**config.mk**
```make
export PLATFORM = sky130hd
export DESIGN_NAME = drum_step_sequencer
export DESIGN_NICKNAME = d
export VERILOG_FILES = /design/src/rtl/drum_step_sequencer_pkg.sv /design/src/rtl/drum_step_sequencer_rho_update.sv /design/src/rtl/drum_step_sequencer.sv
export SDC_FILE = /design/constraint.sdc
export NUM_CORES = 1
export LEC_CHECK = 0
export ABC_AREA = 1
export CAP_MARGIN = 20
export CORE_MARGIN = 5
export CORE_UTILIZATION = 45
export DETAILED_ROUTE_END_ITERATION = 6
export PLACE_DENSITY_LB_ADDON = 0.12
export SLEW_MARGIN = 30
export SYNTH_ARGS = -nofsm -noshare
export SYNTH_HDL_FRONTEND = slang
export SYNTH_SLANG_ARGS = --single-unit
```
**constraint.sdc**
```tcl
create_clock -name clock -period 1.68 [get_ports clock]
set_input_delay 0.168 -clock clock [delete_from_list [all_inputs] [get_ports clock]]
set_output_delay 0.168 -clock clock [all_outputs]
set_load 0.03 [all_outputs]
```
**src/rtl/drum_step_sequencer_pkg.sv**
```systemverilog
// Shared types, fixed-point constants and the saturation helper for the drum
// membrane step controller and the patch/node logic.
package drum_step_sequencer_pkg;

  // 1.17 signed fixed point used across the membrane datapath
  localparam int unsigned FP_W    = 18;
  localparam int unsigned FP_FRAC = 17;

  // Step controller states
  typedef enum logic [2:0] {
    ST_IDLE   = 3'd0,
    ST_INIT   = 3'd1,
    ST_START  = 3'd2,
    ST_WAIT   = 3'd3,
    ST_ROTATE = 3'd4,
    ST_EMIT   = 3'd5
  } seq_state_e;

  // Clamp a one-bit-wider fixed-point value into [lo, hi]
  function automatic logic signed [FP_W-1:0] sat_fp(
    input logic signed [FP_W:0]   value,
    input logic signed [FP_W-1:0] lo,
    input logic signed [FP_W-1:0] hi
  );
    logic signed [FP_W:0] lo_x;
    logic signed [FP_W:0] hi_x;
    lo_x = {lo[FP_W-1], lo};
    hi_x = {hi[FP_W-1], hi};
    if (value > hi_x) begin
      return hi;
    end else if (value < lo_x) begin
      return lo;
    end else begin
      return value[FP_W-1:0];
    end
  endfunction

endpackage

```
**src/rtl/drum_step_sequencer_rho_update.sv**
```systemverilog
// Effective tension for the next step: rho_base plus the scaled energy of the
// centre sample, clamped to RHO_MAX. Purely combinational so a pipeline stage
// can be inserted later without touching the controller.
module rho_update
  import drum_step_sequencer_pkg::*;
#(
  parameter int unsigned             GAIN_SHIFT = 4,
  parameter logic signed [FP_W-1:0]  RHO_MAX    = 18'sh0FFFF
) (
  input  logic signed [FP_W-1:0] sample,
  input  logic signed [FP_W-1:0] rho_base,
  output logic signed [FP_W-1:0] rho_next_c
);

  localparam int unsigned PROD_W = 2 * FP_W;
  localparam int unsigned SUM_W  = FP_W + 1;
  localparam logic signed [FP_W-1:0] RHO_MIN = {1'b1, {(FP_W-1){1'b0}}};

  logic signed [PROD_W-1:0] sample_x;
  logic signed [PROD_W-1:0] base_x;
  logic signed [PROD_W-1:0] product;
  logic signed [PROD_W-1:0] scaled;
  logic signed [SUM_W-1:0]  sum;

  // Square, drop the fraction and gain bits, add to the base, saturate
  always_comb begin
    sample_x   = {{FP_W{sample[FP_W-1]}}, sample};
    base_x     = {{FP_W{rho_base[FP_W-1]}}, rho_base};
    product    = sample_x * sample_x;
    scaled     = product >>> (FP_FRAC + GAIN_SHIFT);
    // scaled is non-negative and below 2^18, so the 19-bit sum cannot wrap
    sum        = SUM_W'(base_x + scaled);
    rho_next_c = sat_fp(sum, RHO_MIN, RHO_MAX);
  end

endmodule

```
**src/rtl/drum_step_sequencer.sv**
```systemverilog
// Time-step controller for the drum membrane patch array: starts every patch
// sweep, gathers completion, rotates the time buffers, updates rho and hands
// one sample per step to the audio path.
module drum_step_sequencer
  import drum_step_sequencer_pkg::*;
#(
  parameter int unsigned            NUM_PATCH  = 4,
  parameter int unsigned            TIMEOUT    = 64,
  parameter int unsigned            GAIN_SHIFT = 4,
  parameter logic signed [FP_W-1:0] RHO_MAX    = 18'sh0FFFF
) (
  input  logic                    clock,
  input  logic                    reset,
  input  logic                    run,
  input  logic                    hit,
  input  logic [NUM_PATCH-1:0]    patch_done,
  input  logic signed [FP_W-1:0]  sample_in,
  input  logic signed [FP_W-1:0]  rho_base,
  output logic                    load_init,
  output logic                    patch_start,
  output logic                    rotate,
  output logic signed [FP_W-1:0]  rho_out,
  output logic signed [FP_W-1:0]  sample_out,
  output logic                    sample_valid,
  input  logic                    sample_ready,
  output logic [15:0]             step_count,
  output logic                    busy,
  output logic                    timeout_err
);

  localparam int unsigned TMO_W = $clog2(TIMEOUT + 1);
  localparam logic [NUM_PATCH-1:0] ALL_DONE = '1;
  localparam logic [TMO_W-1:0] TMO_LAST = TMO_W'(TIMEOUT - 1);

  seq_state_e state;
  seq_state_e next_state;

  logic [NUM_PATCH-1:0]   done_mask;
  logic [TMO_W-1:0]       tmo_cnt;
  logic                   hit_pending;

  logic [NUM_PATCH-1:0]   mask_merged;
  logic [NUM_PATCH-1:0]   done_mask_d;
  logic [TMO_W-1:0]       tmo_cnt_d;
  logic                   hit_pending_d;
  logic                   timeout_err_d;
  logic [15:0]            step_count_d;
  logic signed [FP_W-1:0] rho_out_d;
  logic signed [FP_W-1:0] sample_out_d;
  logic signed [FP_W-1:0] rho_next_c;

  rho_update #(
    .GAIN_SHIFT (GAIN_SHIFT),
    .RHO_MAX    (RHO_MAX)
  ) u_rho_update (
    .sample     (sample_in),
    .rho_base   (rho_base),
    .rho_next_c (rho_next_c)
  );

  // State register
  always_ff @(posedge clock or negedge reset) begin
    if (!reset) begin
      state <= ST_IDLE;
    end else begin
      state <= next_state;
    end
  end

  // Next-state and next-value logic for the step sequence
  always_comb begin
    next_state    = state;
    done_mask_d   = done_mask;
    tmo_cnt_d     = tmo_cnt;
    hit_pending_d = hit_pending | hit;
    timeout_err_d = timeout_err;
    step_count_d  = step_count;
    rho_out_d     = rho_out;
    sample_out_d  = sample_out;
    mask_merged   = done_mask | patch_done;

    case (state)
      ST_IDLE: begin
        if (run) begin
          next_state = ST_INIT;
        end
      end
      ST_INIT: begin
        // a hit landing in this very cycle is treated as serviced
        step_count_d  = '0;
        hit_pending_d = 1'b0;
        rho_out_d     = rho_base;
        next_state    = ST_START;
      end
      ST_START: begin
        done_mask_d = patch_done;
        tmo_cnt_d   = '0;
        next_state  = ST_WAIT;
      end
      ST_WAIT: begin
        done_mask_d = mask_merged;
        if (mask_merged == ALL_DONE) begin
          next_state = ST_ROTATE;
        end else if (tmo_cnt == TMO_LAST) begin
          timeout_err_d = 1'b1;
          next_state    = ST_IDLE;
        end else begin
          tmo_cnt_d = tmo_cnt + TMO_W'(1);
        end
      end
      ST_ROTATE: begin
        sample_out_d = sample_in;
        step_count_d = step_count + 16'd1;
        rho_out_d    = rho_next_c;
        next_state   = ST_EMIT;
      end
      ST_EMIT: begin
        if (sample_ready) begin
          if (hit_pending) begin
            next_state = ST_INIT;
          end else if (!run) begin
            next_state = ST_IDLE;
          end else begin
            next_state = ST_START;
          end
        end
      end
      default: begin
        next_state = ST_IDLE;
      end
    endcase
  end

  // Datapath and output registers; strobes are decoded from the next state
  // so each one is high for exactly the cycle spent in its state
  always_ff @(posedge clock or negedge reset) begin
    if (!reset) begin
      done_mask    <= '0;
      tmo_cnt      <= '0;
      hit_pending  <= 1'b0;
      timeout_err  <= 1'b0;
      step_count   <= '0;
      rho_out      <= '0;
      sample_out   <= '0;
      load_init    <= 1'b0;
      patch_start  <= 1'b0;
      rotate       <= 1'b0;
      sample_valid <= 1'b0;
      busy         <= 1'b0;
    end else begin
      done_mask    <= done_mask_d;
      tmo_cnt      <= tmo_cnt_d;
      hit_pending  <= hit_pending_d;
      timeout_err  <= timeout_err_d;
      step_count   <= step_count_d;
      rho_out      <= rho_out_d;
      sample_out   <= sample_out_d;
      load_init    <= (next_state == ST_INIT);
      patch_start  <= (next_state == ST_START);
      rotate       <= (next_state == ST_ROTATE);
      sample_valid <= (next_state == ST_EMIT);
      busy         <= (next_state != ST_IDLE);
    end
  end

endmodule

```
==> results.toml <==
[floorplan]
rows = 68
start_util_pct = 45.78
die-area_um2 = 39090
io_pins = 103
die_h_um = 197.7
core_area_um2 = 34630
fp.dieW_um = 197.7

[placement]
gp_congestion = 0.8860
port_buffers = 102
dp.cells = 2799
dpl.hpwl_mm = 36.17

[logic_synthesis]
synth_edf_count = 0
synthFlopType = "dfrtp_1"
syn-cell-area_um2 = 15850
syn_nets = 2471
avgSynthCellArea_um2 = 7.931
ys_seq_area_share_pct = 11.52
synthArstFlopShare_pct = 100.0
ys_seq_elements = 73
synth_cell_types = 50
syn_inst = 1999
ys_warn_count = 0

[global_route]
grt_pass1_wl_mm = 77.55
globalRouteMet2Util_pct = 43.03
grt_max_degree = 74
grt_pass1_vias = 15649
grt_util_met3_pct = 3.743
antenna_found_initial = 0
grt_usage_pct = 24.82
grt_most_used_layer = "met2"
overflow = 0
grtUsageMet1_pct = 31.76

[status]
outcome = "finished, violations left"
violations = "setup timing"

[drt]
dr.pass1.iters = 5
first_iter_violations = 590
drcViolationCount = 0
ant_nets = 0
routed_wl_mm = 48.21
wl_per_cell_um = 16.39
routed_via_density = 4.871
vias = 14330

[finish]
ff_latch_area_um2 = 1833
fillers = 2750
diodes = 0
area_delta_synth_final_pct = 49.02
layout_commonest_cell = "inv_1"
final_cell_mix = "inv_1 (474), buf_4 (349), nand2_1 (321)"
nets = 2954
multi_input_area_um2 = 13990
drive_gt1_share_pct = 37.64
layoutNonFillerInstCount = 2942

[worst_setup_path]
cp.buffers_inverters = 12
startpoint = "sample_in[9]"
critPathKind = "input port to flip-flop"
cpMostUsedCell = "fa_1"
r2r_start = "state[2]"
crit_arrival_ns = 6.87
cp.depth = 36
critPathCaptureType = "flip-flop"
worst_r2r_path_depth = 11
start_kind = "input port"
critPathTopFamily = "adder cells"
crit_fanout = 8
worstPathRequired_ns = 1.94
cp_slowest_stage_delay_ns = 0.56
worst_path_max_delay_cell = "fa_1"

[timing]
rsz0062_at_grt = "yes"
period_share_pct = 393.7
min_period_ns = 6.614
fmax_ghz = 0.1512
slew_viol_final = 0
setup_violations = 18
finClkSkew_ns = 0.007304
tightest_slew_ns = 0.4369
relSlewSlack_pct = 70.65
setup_ws_ns = -4.934
setup-tns-final_ns = -88.18
hold_viol_final = 0

[min_path]
hold_path_startpoint = "sample_in[1]"
hold_path.class = "input port to flip-flop"
hold_path_depth = 4

[clocking]
clock-root-buffer = "clkbuf_16"
clk_pin_slew_ns = 0.07
cts_buffer_depth = 2
cts.sinks = 73
cts_buffers = 9
cts_max_level = 3
cts_tree = "yes"
clock_latency_ns = 0.36

[flow_run]
cap_violations = 0
## layout make-up
| class | count | share of cell area, % |
|---|---|---|
| clock buffer | 10 | 0.9692 |
| tap | 455 | 2.410 |
| clock inverter | 6 | 0.2754 |
| multi-input combinational | 1317 | 59.22 |
| timing repair buffer | 522 | 20.35 |
| inverter | 559 | 9.019 |
| sequential | 73 | 7.759 |
## cell families (layout without fill, tap and decap cells)
logic type	after synthesis	count (layout)	synth area share [%]
buf+inv	611	1097	14.66
xor+xnor	40	40	2.210
flops	73	73	11.52
fa+ha+maj	427	427	47.86
compound gates	154	154	5.524
mux	2	2	0.1263
simple gates	692	694	18.10
## flip-flops by register name, indices dropped and copies added, names as in the netlist
name          flops
busy              1
done_mask         4
hit_pending       1
load_init         1
patch_start       1
rho_out          18
rotate            1
sample_out       18
sample_valid      1
state             3
step_count       16
timeout_err       1
tmo_cnt           7
## tightest hold or removal path, stage by stage
cell and delay (ns):
clkbuf_2 0.15, inv_1 0.10, buf_4 0.10, o21ai_0 0.07
## path summary, 6_finish.rpt
path	to	slack, ns
max in group asynchronous	step_count[0]	0.96
min in group asynchronous	tmo_cnt[4]	0.37
hold reg to reg	rho_out[2]	0.47
setup reg to reg	tmo_cnt[5]	0.04
hold / removal	sample_out[1]	0.26
setup / recovery	rho_out[5]	-4.93
## metrics by stage
stage | utilization, % | setup WS (ns) | cell area [um^2] | hold WS [ns]
final | 68.23 | -4.934 | 23630 | 0.2620
after floorplan | - | -4.767 | 16510 | -0.1276
after global placement | 57.80 | -5.908 | 20020 | 0.2240
after CTS | 64.07 | -4.921 | 22190 | 0.3303
after global routing | 68.23 | -5.181 | 23630 | 0.2943
after detailed placement | 57.80 | -5.920 | 20020 | 0.2284
## metal layers
metal | up-vias | wire length [um]
li1 | 6835 | -
met1 | 7127 | 19680
met2 | 281 | 24950
met3 | 87 | 2038
met4 | 0 | 1542
met5 | - | 0
## synth_stat cells, types with 2 or more instances
cell type	count	share of area (%)
nand3_2	2	0.13
o211ai_1	2	0.095
clkbuf_1	34	0.80
o22ai_1	3	0.12
nand4_1	9	0.36
nor3_1	16	0.51
xnor2_1	17	0.94
nand3_1	53	1.7
nand2_1	448	11
a31oi_1	7	0.28
or2_1	2	0.079
buf_2	4	0.13
buf_1	10	0.24
o31ai_1	2	0.095
nand2_4	2	0.14
nor2_4	2	0.14
o21bai_1	8	0.38
nand2_2	20	0.79
xor2_1	23	1.3
inv_1	552	13
a21oi_1	61	1.9
nor4_1	8	0.32
a21o_1	10	0.47
ha_1	128	10
o21ai_0	49	1.5
a22o_1	3	0.17
mux2i_1	2	0.13
inv_2	6	0.14
buf_6	3	0.21
nor2_1	118	2.8
dfrtp_1	73	12
fa_1	299	38
nor2_2	6	0.24
## timing repair
item,4_1_cts,5_1_grt
setup buffers,70,49
pin swaps,151,175
hold buffers,1,0
resized for setup,329,337
gates cloned,9,3
endpoints found under the setup margin,23,35
endpoints found under the hold margin,73,0
Power is not shown: default switching activity piles up to over one toggle a cycle in this logic, so the estimate is an artifact.
==> patch 1 (same flow settings) <==
Make the reset (`reset`) synchronous in 2 clocked blocks.
--- a/src/rtl/drum_step_sequencer.sv
+++ b/src/rtl/drum_step_sequencer.sv
@@ -59,7 +59,7 @@
   );
 
   // State register
-  always_ff @(posedge clock or negedge reset) begin
+  always_ff @(posedge clock) begin
     if (!reset) begin
       state <= ST_IDLE;
     end else begin
@@ -133,7 +133,7 @@
 
   // Datapath and output registers; strobes are decoded from the next state
   // so each one is high for exactly the cycle spent in its state
-  always_ff @(posedge clock or negedge reset) begin
+  always_ff @(posedge clock) begin
     if (!reset) begin
       done_mask    <= '0;
       tmo_cnt      <= '0;
Check against the original RTL: differs if reset is asserted again (counterexample within 4 cycles, from zero or initial values and one cycle with reset low); with reset held inactive, the same outputs for 4 cycles.
==> patch 1 against the unedited design <==
- cell area is 5.1% lower
- sequential cell count unchanged
- setup slack got worse by 83 ps
- wire length decreased by 5.8%
- synthesized cell count down 0.25%
- critical path depth rose by 2
- synthesized area fell by 0.76%
- critical endpoint is now rho_out[4]
- die area decreased by 0.72%
- clock skew increased by 19 ps
- the flow still finishes with violations (setup timing)
- critical path type unchanged
- first-iteration DRC count rose by 13%
- count of clock-buffer cells in the layout down 1
Power is left out: the tool's default activity adds up to more than one toggle a clock period on the data nets, which glitch-free logic cannot reach.
==> patch 1: results (changes against the unedited design) <==
| Metric | Value |
|---|---|
| Cts repair resizes | `203 (was 329)` |
| Largest net degree at the start of global routing | `60 (was 74)` |
| Setup WS post-layout | `-5020 ps (was -4930 ps)` |
| Drt first-iter violations | `667 (was 590)` |
| Final setup fails | `18 (unchanged)` |
| Detail Route met2 WL | `23.0 mm (was 25.0 mm)` |
| Placement Setup Slack | `-5920 ps (about the same)` |
| Met3 usage | `3.49% (was 3.74%)` |
| Top Layer Used | `met5 (was met4)` |
| Post-CTS setup buffers | `42 (was 70)` |
| Top cells by area, synth | `fa_1 (38%), inv_1 (13%), ha_1 (10%), dfxtp_1 (9.3%), nand2_1 (8.7%) (was fa_1 (38%), inv_1 (13%), dfrtp_1 (12%), nand2_1 (11%), ha_1 (10%))` |
| Top cells by count, synth | `inv_1 (558), nand2_1 (364), fa_1 (299), ha_1 (128), nor2_1 (114) (was inv_1 (552), nand2_1 (448), fa_1 (299), ha_1 (128), nor2_1 (118))` |
| Main flop type after synthesis | `dfxtp_1 (was dfrtp_1)` |
| Status | `complete, but fails checks (unchanged)` |
| Final-layout fill cell count | `2970 (was 2750)` |
| M1 WL | `19.0 mm (was 19.7 mm)` |
| First-pass GRT wire length | `73.6 mm (was 77.5 mm)` |
| R2R Path Start | `tmo_cnt[1] (was state[2])` |
| Antenna violations before repair | `1 (was 0)` |
| DR vias/cell | `4.81 (was 4.87)` |
| Failing checks | `setup timing (unchanged)` |
| Async S/R FF share, synth | `0% (was 100%)` |
| Syn nets | `2466 (was 2471)` |
| Synthesized netlist cell count | `1994 (was 1999)` |
| Final std cells w/o fill | `2882 (was 2942)` |
| Register area share after synthesis | `9.29% (was 11.5%)` |
| Placed inst area | `0.0200 sq mm (about the same)` |
==> patch 1: final cells by class <==
cell class              instances  area, sq um  share of cell area [%]
multi-input cells            1299        13500                    60.4
repair buffers                473         4350                    19.4
inverters                     566         2150                    9.57
flip-flops and latches         73         1480                    6.59
well taps                     455          569                    2.54
clock buffers                   9          225                    1.00
clock inverters                 7          119                   0.530
==> patch 1: cell families after synthesis <==
logic type	synth area share (%)
xor gates and xnor gates	2.28
AOI/OAI and AO/OA	7.48
and+or+nand+nor	17.5
adders and majority gates	48.2
DFF	9.29
buffers and inverters	15.3
==> patch 1: worst min-delay path, cell delays in order <==
cell	delay, ps
clkbuf_2	110
buf_12	120
buf_4	170
nor2_1	60
nor2_1	80
==> patch 1: path summary, 6_finish.rpt <==
kind / cells after the start / slack [ps] / to
setup / recovery: 38 / -5020 / rho_out[4]
hold / removal: 5 / 370 / sample_out[1]
setup reg to reg: 8 / 80 / busy
hold reg to reg: 1 / 460 / step_count[0]
==> patch 2 (same settings) <==
Made on the original files. Set the parameter `TIMEOUT` to 128 (it was 64).
--- a/src/rtl/drum_step_sequencer.sv
+++ b/src/rtl/drum_step_sequencer.sv
@@ -5,7 +5,7 @@
   import drum_step_sequencer_pkg::*;
 #(
   parameter int unsigned            NUM_PATCH  = 4,
-  parameter int unsigned            TIMEOUT    = 64,
+  parameter int unsigned            TIMEOUT    = 128,
   parameter int unsigned            GAIN_SHIFT = 4,
   parameter logic signed [FP_W-1:0] RHO_MAX    = 18'sh0FFFF
 ) (
Formal check against the unedited RTL: same outputs for any inputs over 10 cycles, from zero or initial values and one cycle with reset low; that may be too few to reach the edited logic, so the function may still have changed.
==> patch 2 against the unedited design <==
- via count is 3.1% lower
- count of clock-buffer cells in the layout shrank 1
- the flow still finishes with violations (setup timing)
- die area is 0.26% higher
- largest cell class unchanged
- core utilization is 4.1 points lower
- cell area decreased by 5.7%
- synthesized area is 0.28% higher
- setup slack got worse by 78 ps
- wire length is 6.0% lower
- critical endpoint is now rho_out[17]
- hold slack better by 80 ps
- sequential cell count increased by 1
- fmax down 1.2%
Power is left out: the tool's default activity adds up to more than one toggle a clock period on the data nets, which glitch-free logic cannot reach.
==> patch 2: results (changes against the unedited design) <==
| Metric | Value |
|---|---|
| CP max FO | `5 (was 8)` |
| #FFs+latches synth | `74 (was 73)` |
| Final-layout fill cell count | `2998 (was 2750)` |
| Inverters | `556 (was 559)` |
| Dpl hpwl | `35.4 mm (was 36.2 mm)` |
| DR vias | `13.9k (was 14.3k)` |
| Failing checks | `setup timing (unchanged)` |
| Fin nets | `2897 (was 2954)` |
| Mux cell area share after synthesis | `0.134% (was 0.126%)` |
| Top cells by count, synth | `inv_1 (550), nand2_1 (447), fa_1 (299), ha_1 (126), nor2_1 (112) (was inv_1 (552), nand2_1 (448), fa_1 (299), ha_1 (128), nor2_1 (118))` |
| Setup WS post-layout | `-5010 ps (was -4930 ps)` |
| Layout cells sized above 1 | `29.4% (was 37.6%)` |
| Final setup fails | `21 (was 18)` |
| Synth Area in Adders | `47.6% (was 47.9%)` |
| Synth Area in Compound Gates | `5.56% (was 5.52%)` |
| First-pass GRT wire length | `75.4 mm (was 77.5 mm)` |
| Worst-Margin Slew | `440 ps (was 437 ps)` |
| Placement Setup Slack | `-5870 ps (was -5920 ps)` |
| Fin Setup TNS | `-89880 ps (was -88180 ps)` |
| Largest regs | `rho_out (18), sample_out (18), step_count (16) (unchanged)` |
| Clk_skew | `10.9 ps (was 7.30 ps)` |
| Drt first-iter violations | `684 (was 590)` |
| Path depth of the worst reg2reg path | `7 (was 11)` |
| Crit path DAT | `6980 ps (was 6870 ps)` |
| Post-synth cell types | `52 (was 50)` |
| Post-CTS setup buffers | `53 (was 70)` |
| Non-clk buf share | `19.4% (was 20.3%)` |
| Status | `complete, but fails checks (unchanged)` |
| Seq/total area | `8.34% (was 7.76%)` |
| Largest net degree at the start of global routing | `75 (was 74)` |
| Number of multi-input logic gates | `1309 (was 1317)` |
| Syn nets | `2460 (was 2471)` |
| Multi-input logic area | `0.0131 sq mm (was 0.0140 sq mm)` |
| Cts repair resizes | `249 (was 329)` |
| Register area share after synthesis | `11.6% (was 11.5%)` |
| GP Congestion | `0.879 (was 0.886)` |
| Top cells by area, synth | `fa_1 (38%), inv_1 (13%), dfrtp_1 (12%), nand2_1 (11%), ha_1 (9.9%) (was fa_1 (38%), inv_1 (13%), dfrtp_1 (12%), nand2_1 (11%), ha_1 (10%))` |
| Routed WL | `45.3 mm (was 48.2 mm)` |
| Clock buf/inv share | `1.39% (was 1.24%)` |
| GRT Resource Usage Total | `24.0% (was 24.8%)` |
| Vias in the first global route | `15.0k (was 15.6k)` |
| Area share of xor/xnor cells in the synthesized design | `2.31% (was 2.21%)` |
| Nonclk buf count | `477 (was 522)` |
==> patch 2: stage by stage <==
step	utilization, %	instance area, sq um	std cells
final	64.1	22300	2887
after global routing	64.1	22300	2887
after CTS	62.9	21800	2873
after detailed placement	57.8	20100	2792
after global placement	57.8	20100	2792
after floorplan	-	16500	1990
==> patch 2: path summary, 6_finish.rpt <==
| kind | start | endpoint | slack [ps] |
|---|---|---|---|
| min | sample_in[1] | sample_out[1] | 340 |
| max | sample_in[11] | rho_out[17] | -5010 |
| min in group asynchronous | reset | done_mask[0] | 380 |
| max in group asynchronous | reset | step_count[1] | 930 |
| min reg2reg | rho_out[13] | rho_out[13] | 480 |
| max reg2reg | tmo_cnt[0] | busy | -60 |
==> patch 2: layer usage <==
metal	vias to the layer above	GRT usage [%]	part of all wire, %
met1	6839	31.4	43
met3	70	3.16	4.1
li1	6698	-	-
met4	0	5.71	2.2
met5	-	0	0
met2	284	42.4	51
